File: src/rtl/elevator_pkg.sv
// Shared types and defaults for the elevator call scheduler.
package elevator_pkg;
    localparam int unsigned DEF_FLOORS  = 8;
    localparam int unsigned DEF_FLOOR_W = 3;

    localparam logic DIR_DOWN = 1'b0;
    localparam logic DIR_UP   = 1'b1;

    typedef enum logic [1:0] {
        IDLE,
        MOVE,
        SERVE,
        DOOR
    } state_t;
endpackage

File: src/rtl/floor_search.sv
// Combinational nearest/farthest set-bit search above and below a floor index.
module floor_search
    import elevator_pkg::*;
#(
    parameter int unsigned FLOORS  = DEF_FLOORS,
    parameter int unsigned FLOOR_W = DEF_FLOOR_W
) (
    input  logic [FLOORS-1:0]  mask,
    input  logic [FLOOR_W-1:0] floor_idx,
    output logic [FLOOR_W-1:0] lo_above,
    output logic [FLOOR_W-1:0] hi_above,
    output logic               found_above,
    output logic [FLOOR_W-1:0] lo_below,
    output logic [FLOOR_W-1:0] hi_below,
    output logic               found_below
);
    logic idx_valid;

    always_comb begin
        idx_valid   = 1'b0;
        lo_above    = '0;
        hi_above    = '0;
        found_above = 1'b0;
        lo_below    = '0;
        hi_below    = '0;
        found_below = 1'b0;
        for (int unsigned f = 0; f < FLOORS; f++) begin
            if (floor_idx == FLOOR_W'(f)) idx_valid = 1'b1;
        end
        // Ascending scan: the first hit fixes the lowest, every later hit overwrites the highest.
        for (int unsigned f = 0; f < FLOORS; f++) begin
            if (idx_valid && mask[f]) begin
                if (FLOOR_W'(f) > floor_idx) begin
                    if (!found_above) lo_above = FLOOR_W'(f);
                    hi_above    = FLOOR_W'(f);
                    found_above = 1'b1;
                end else if (FLOOR_W'(f) < floor_idx) begin
                    if (!found_below) lo_below = FLOOR_W'(f);
                    hi_below    = FLOOR_W'(f);
                    found_below = 1'b1;
                end
            end
        end
    end
endmodule

File: src/rtl/call_scheduler.sv
// Hall/car call latch and SCAN target selection feeding the motion and door FSM.
module call_scheduler
    import elevator_pkg::*;
#(
    parameter int unsigned FLOORS  = DEF_FLOORS,
    parameter int unsigned FLOOR_W = DEF_FLOOR_W
) (
    input  logic               clk,
    input  logic               reset,
    input  logic [FLOORS-1:0]  btn_in,
    input  logic [FLOORS-1:0]  btn_up_out,
    input  logic [FLOORS-1:0]  btn_down_out,
    input  logic [FLOOR_W-1:0] car_floor,
    input  logic               arrive,
    input  logic               door_done,
    output logic               target_valid,
    output logic [FLOOR_W-1:0] target_floor,
    output logic               dir_up,
    output logic               door_open_req,
    output logic [FLOORS-1:0]  pend_in,
    output logic [FLOORS-1:0]  pend_up,
    output logic [FLOORS-1:0]  pend_down
);
    localparam logic [FLOORS-1:0] UP_OK = {1'b0, {(FLOORS-1){1'b1}}};
    localparam logic [FLOORS-1:0] DN_OK = {{(FLOORS-1){1'b1}}, 1'b0};

    state_t state;

    logic [FLOORS-1:0]  here;
    logic [FLOORS-1:0]  mask_iu, mask_id;
    logic [FLOORS-1:0]  clr_in, clr_up, clr_dn;
    logic [FLOOR_W-1:0] iu_lo_above, iu_hi_above, iu_lo_below, iu_hi_below;
    logic [FLOOR_W-1:0] id_lo_above, id_hi_above, id_lo_below, id_hi_below;
    logic               iu_fa, iu_fb, id_fa, id_fb;
    logic               ahead_up, ahead_dn, ahead, behind;
    logic               at_in, at_fwd, at_rev;
    logic [FLOOR_W-1:0] tgt_up, tgt_dn, tgt_fwd, tgt_rev;
    logic               unused_search;

    always_comb begin
        here = '0;
        for (int unsigned f = 0; f < FLOORS; f++) begin
            if (car_floor == FLOOR_W'(f)) here[f] = 1'b1;
        end
    end

    assign mask_iu = pend_in | pend_up;
    assign mask_id = pend_in | pend_down;

    floor_search #(.FLOORS(FLOORS), .FLOOR_W(FLOOR_W)) u_search_iu (
        .mask        (mask_iu),
        .floor_idx   (car_floor),
        .lo_above    (iu_lo_above),
        .hi_above    (iu_hi_above),
        .found_above (iu_fa),
        .lo_below    (iu_lo_below),
        .hi_below    (iu_hi_below),
        .found_below (iu_fb)
    );

    floor_search #(.FLOORS(FLOORS), .FLOOR_W(FLOOR_W)) u_search_id (
        .mask        (mask_id),
        .floor_idx   (car_floor),
        .lo_above    (id_lo_above),
        .hi_above    (id_hi_above),
        .found_above (id_fa),
        .lo_below    (id_lo_below),
        .hi_below    (id_hi_below),
        .found_below (id_fb)
    );

    assign unused_search = ^{iu_hi_above, iu_hi_below, id_lo_above, id_lo_below};

    // When no car/up call lies above, the highest in|down hit above is a pure down call (mirrored below).
    assign tgt_up   = iu_fa ? iu_lo_above : id_hi_above;
    assign tgt_dn   = id_fb ? id_hi_below : iu_lo_below;
    assign ahead_up = iu_fa | id_fa;
    assign ahead_dn = iu_fb | id_fb;

    assign ahead   = (dir_up == DIR_UP) ? ahead_up : ahead_dn;
    assign behind  = (dir_up == DIR_UP) ? ahead_dn : ahead_up;
    assign tgt_fwd = (dir_up == DIR_UP) ? tgt_up : tgt_dn;
    assign tgt_rev = (dir_up == DIR_UP) ? tgt_dn : tgt_up;
    assign at_in   = |(pend_in & here);
    assign at_fwd  = (dir_up == DIR_UP) ? |(pend_up & here) : |(pend_down & here);
    assign at_rev  = (dir_up == DIR_UP) ? |(pend_down & here) : |(pend_up & here);

    always_comb begin
        clr_in = '0;
        clr_up = '0;
        clr_dn = '0;
        if (state == SERVE) begin
            clr_in = here;
            if (dir_up == DIR_UP || !ahead) clr_up = here;
            if (dir_up == DIR_DOWN || !ahead) clr_dn = here;
        end
    end

    always_ff @(posedge clk or negedge reset) begin
        if (!reset) begin
            state         <= IDLE;
            pend_in       <= '0;
            pend_up       <= '0;
            pend_down     <= '0;
            target_valid  <= 1'b0;
            target_floor  <= '0;
            dir_up        <= DIR_UP;
            door_open_req <= 1'b0;
        end else begin
            pend_in       <= (pend_in | btn_in) & ~clr_in;
            pend_up       <= (pend_up | btn_up_out) & ~clr_up & UP_OK;
            pend_down     <= (pend_down | btn_down_out) & ~clr_dn & DN_OK;
            door_open_req <= 1'b0;
            case (state)
                IDLE: begin
                    if (at_in || at_fwd) begin
                        state <= SERVE;
                    end else if (ahead) begin
                        state        <= MOVE;
                        target_valid <= 1'b1;
                        target_floor <= tgt_fwd;
                    end else if (behind) begin
                        state        <= MOVE;
                        dir_up       <= (dir_up == DIR_UP) ? DIR_DOWN : DIR_UP;
                        target_valid <= 1'b1;
                        target_floor <= tgt_rev;
                    end else if (at_rev) begin
                        state  <= SERVE;
                        dir_up <= (dir_up == DIR_UP) ? DIR_DOWN : DIR_UP;
                    end
                end
                MOVE: begin
                    if (arrive && car_floor == target_floor) begin
                        state        <= SERVE;
                        target_valid <= 1'b0;
                    end else if (!ahead) begin
                        state        <= IDLE;
                        target_valid <= 1'b0;
                    end else begin
                        target_floor <= tgt_fwd;
                    end
                end
                SERVE: begin
                    door_open_req <= 1'b1;
                    if (!ahead) dir_up <= (dir_up == DIR_UP) ? DIR_DOWN : DIR_UP;
                    state <= DOOR;
                end
                DOOR: begin
                    if (door_done) state <= IDLE;
                end
                default: state <= IDLE;
            endcase
        end
    end
endmodule
File: config.mk
export PLATFORM = sky130hd
export DESIGN_NAME = call_scheduler
export DESIGN_NICKNAME = d
export VERILOG_FILES = /design/src/rtl/elevator_pkg.sv /design/src/rtl/floor_search.sv /design/src/rtl/call_scheduler.sv
export SDC_FILE = /design/constraint.sdc
export NUM_CORES = 1
export LEC_CHECK = 0
export CAP_MARGIN = 20
export CORE_MARGIN = 4
export CORE_UTILIZATION = 56
export CTS_CLUSTER_SIZE = 8
export DETAILED_ROUTE_END_ITERATION = 8
export GPL_ROUTABILITY_DRIVEN = 0
export HOLD_SLACK_MARGIN = 0.05
export PLACE_DENSITY = 0.91
export SLEW_MARGIN = 20
export SYNTH_ARGS = -nofsm -noshare
export SYNTH_HDL_FRONTEND = slang
export SYNTH_HIERARCHICAL = 1
export SYNTH_SLANG_ARGS = --single-unit
File: constraint.sdc
create_clock -name clk -period 4.6 [get_ports clk]
set_clock_uncertainty 0.2 [all_clocks]
set_input_delay 0.69 -clock clk [delete_from_list [all_inputs] [get_ports clk]]
set_output_delay 0.69 -clock clk [all_outputs]
set_load 0.005 [all_outputs]
==> impl_results.md <==
* TNS Setup at 0 ns
* I/O Buffers at 56
* Clock Sinks at 30
* Chip height at 75.6 microns
* Area Overhead vs Synth at 23.7%
* CORE AREA at 0.00438 sq mm
* Worst Path Arrival at 4.08 ns
* Drt wl/cell at 17.0 microns
* Hold buffer count at CTS at 0
* Die Area at 0.00572 sq mm
* Critical path class: primary input to register
* Mapped Area at 0.00256 sq mm
* Final period util at 89.4%
* Share of cells above drive strength 1 at 15.6%
* Initial Util at 58.4%
* Max Cap Viol at 0
* Clock group share of total power at 20.9%
* # DRC at 0
* Max_slew headroom at 52.9%
* Worst-path cell chain: clkdlybuf4s50_1 -> nand2_1 -> o22a_1 -> nor2b_1 -> nand2_1 -> or2_2 -> nor4b_1 -> nor2_1 -> o21ai_2 -> mux2_4
* Power Internal at 628 uW
* Antenna viol nets, final at 0
* DRT Pass-1 Iters at 5
* Outcome: complete, no violations
* Worst VDD drop at 0.300 mV
* Root Buffer: clkbuf_8
* First-pass GRT wire length at 11700 microns
* Max-slew violations at 0
* Core Util, Final at 72.2%
* Multi-input logic area at 0.00159 sq mm
* Final #Nets at 397
* RSZ-0062 raised after global routing: no
* Area of placed instances at 0.00308 sq mm
* Worst slew pin tran at 0.697 ns
* PwrDens at 308 mW/mm^2
* CTS H-tree depth at 2
* Synth Instances at 320
* Initial antenna violation count at 0
* Most used cell, CP: nand2_1
* DR vias at 2530
* TritonCTS Buffers at 5
* DP HPWL at 5190 microns
* Reg clk slew, reported paths at 0.07 ns
* WL final at 7090 microns
* Final setup fails at 0
* Minimum clock period at 4.11 ns
* Initial drt markers at 162
* Largest net degree at the start of global routing at 43
* Count of final hold-check violations at 0
* Resize count post-CTS at 0
* CTS tree: done
* Ys Warns at 6
* Part of the power in combinational logic at 38.8%
* Hold Crit Class: register to register
* CP Capture Type: register
* Worst-Skew Late Latency at 0.29 ns
* Critical path launch point type: primary input
* Mean Syn Cell Area at 8.00 sq um
* Diode count at 0
* GRT Overall Usage at 27.0%
* P_sw at 346 uW
* Clock Tree Buf Depth at 2
* Fillers at 308
* Top-Level Pins at 61
* R2R setup slack at 1.13 ns
* CP Data Required Time at 4.57 ns
* Vias in the first global route at 2526
* CP max-delay cell: clkdlybuf4s50_1
* Worst-path fanout max at 21
* Post-CTS setup buffers at 0
* F_max at 243 MHz
* Vias/cell at 6.05
* Critical Path Max Stage Delay at 0.91 ns
* Sequential cell area at 752 sq um
* Register share of total power at 40.3%
* Leak at 1.25 nW
* Grt ovf at 0
* Switching share of total power at 35.5%
* Final Cell Area at 0.00317 sq mm
* Die X at 75.6 microns
* Placement Rows at 24
final timing paths:
check,to,depth (start not counted),start
hold reg to reg,target_valid,2,target_valid
hold / removal,target_valid,2,target_valid
setup reg to reg,target_floor[2],10,pend_up[4]
setup / recovery,target_floor[2],10,car_floor[1]
min in group asynchronous,target_valid,2,reset
max in group asynchronous,dir_up,2,reset
cells in the final DEF (no fill, tap or decap), drive strengths merged, types with 3 or more instances in the layout:
master and instances:
xnor2 3, clkdlybuf4s50 56, mux2i 11, a31oi 4, o22ai 4, clkbuf 5, o22a 3, nand2b 7
nand3b 3, a21oi 32, dfrtp 29, nor3 13, inv 11, nand2 28, a21boi 4, or2 21
nor2b 11, nor2 53, nand4 3, o21ai 15, buf 8, nand3 3, mux2 8
routing by layer:
metal  vias up  part of all wire (%)  track usage [%]
met5         -                     0                0
met4         0                   3.4             14.4
met3        28                   6.7             5.67
met2       117                    49             44.8
met1      1196                    41             32.8
li1       1189                     -                -
power by group through the flow:
| stage | Combinational (mW) | Clock [mW] | Sequential, mW |
|---|---|---|---|
| after floorplan | 0.257 | 0 | 0.358 |
| after global placement | 0.363 | 0 | 0.388 |
| after detailed placement | 0.374 | 0 | 0.391 |
| after CTS | 0.377 | 0.206 | 0.389 |
| after global routing | 0.410 | 0.214 | 0.399 |
| final | 0.378 | 0.204 | 0.392 |
flip-flops by register name (all words and copies together), names as in the netlist:
register       flops
pend_up            7
dir_up             1
target_floor       3
pend_in            8
door_open_req      1
target_valid       1
pend_down          7
state              2
stage by stage:
stage               instances  setup slack [ns]  hold slack [ns]  total power, mW
floorplan                 321              1.54            0.194            0.615
global placement          411             0.526            0.343            0.751
detailed placement        411             0.448            0.346            0.764
CTS                       418             0.629            0.365            0.972
global route              418             0.300            0.387             1.02
finish                    418             0.486            0.361            0.974
cell type report:
type	count	share of cell area [%]
multi-input combinational	254	50.3
sequential	30	23.7
timing repair buffer	64	20.0
clock buffer	5	2.17
tap	52	2.05
inverter	11	1.30
clock inverter	2	0.474
critical path, delay by kind of cell:
| kind | cells | cell delay (ns) |
|---|---|---|
| multiplexers | 1 | 0.32 |
| AND/OR/NAND/NOR | 6 | 1.72 |
| buffers and inverters | 1 | 0.91 |
| AO/OA/AOI/OAI | 2 | 0.43 |
Power figures use the tool's default switching activity.
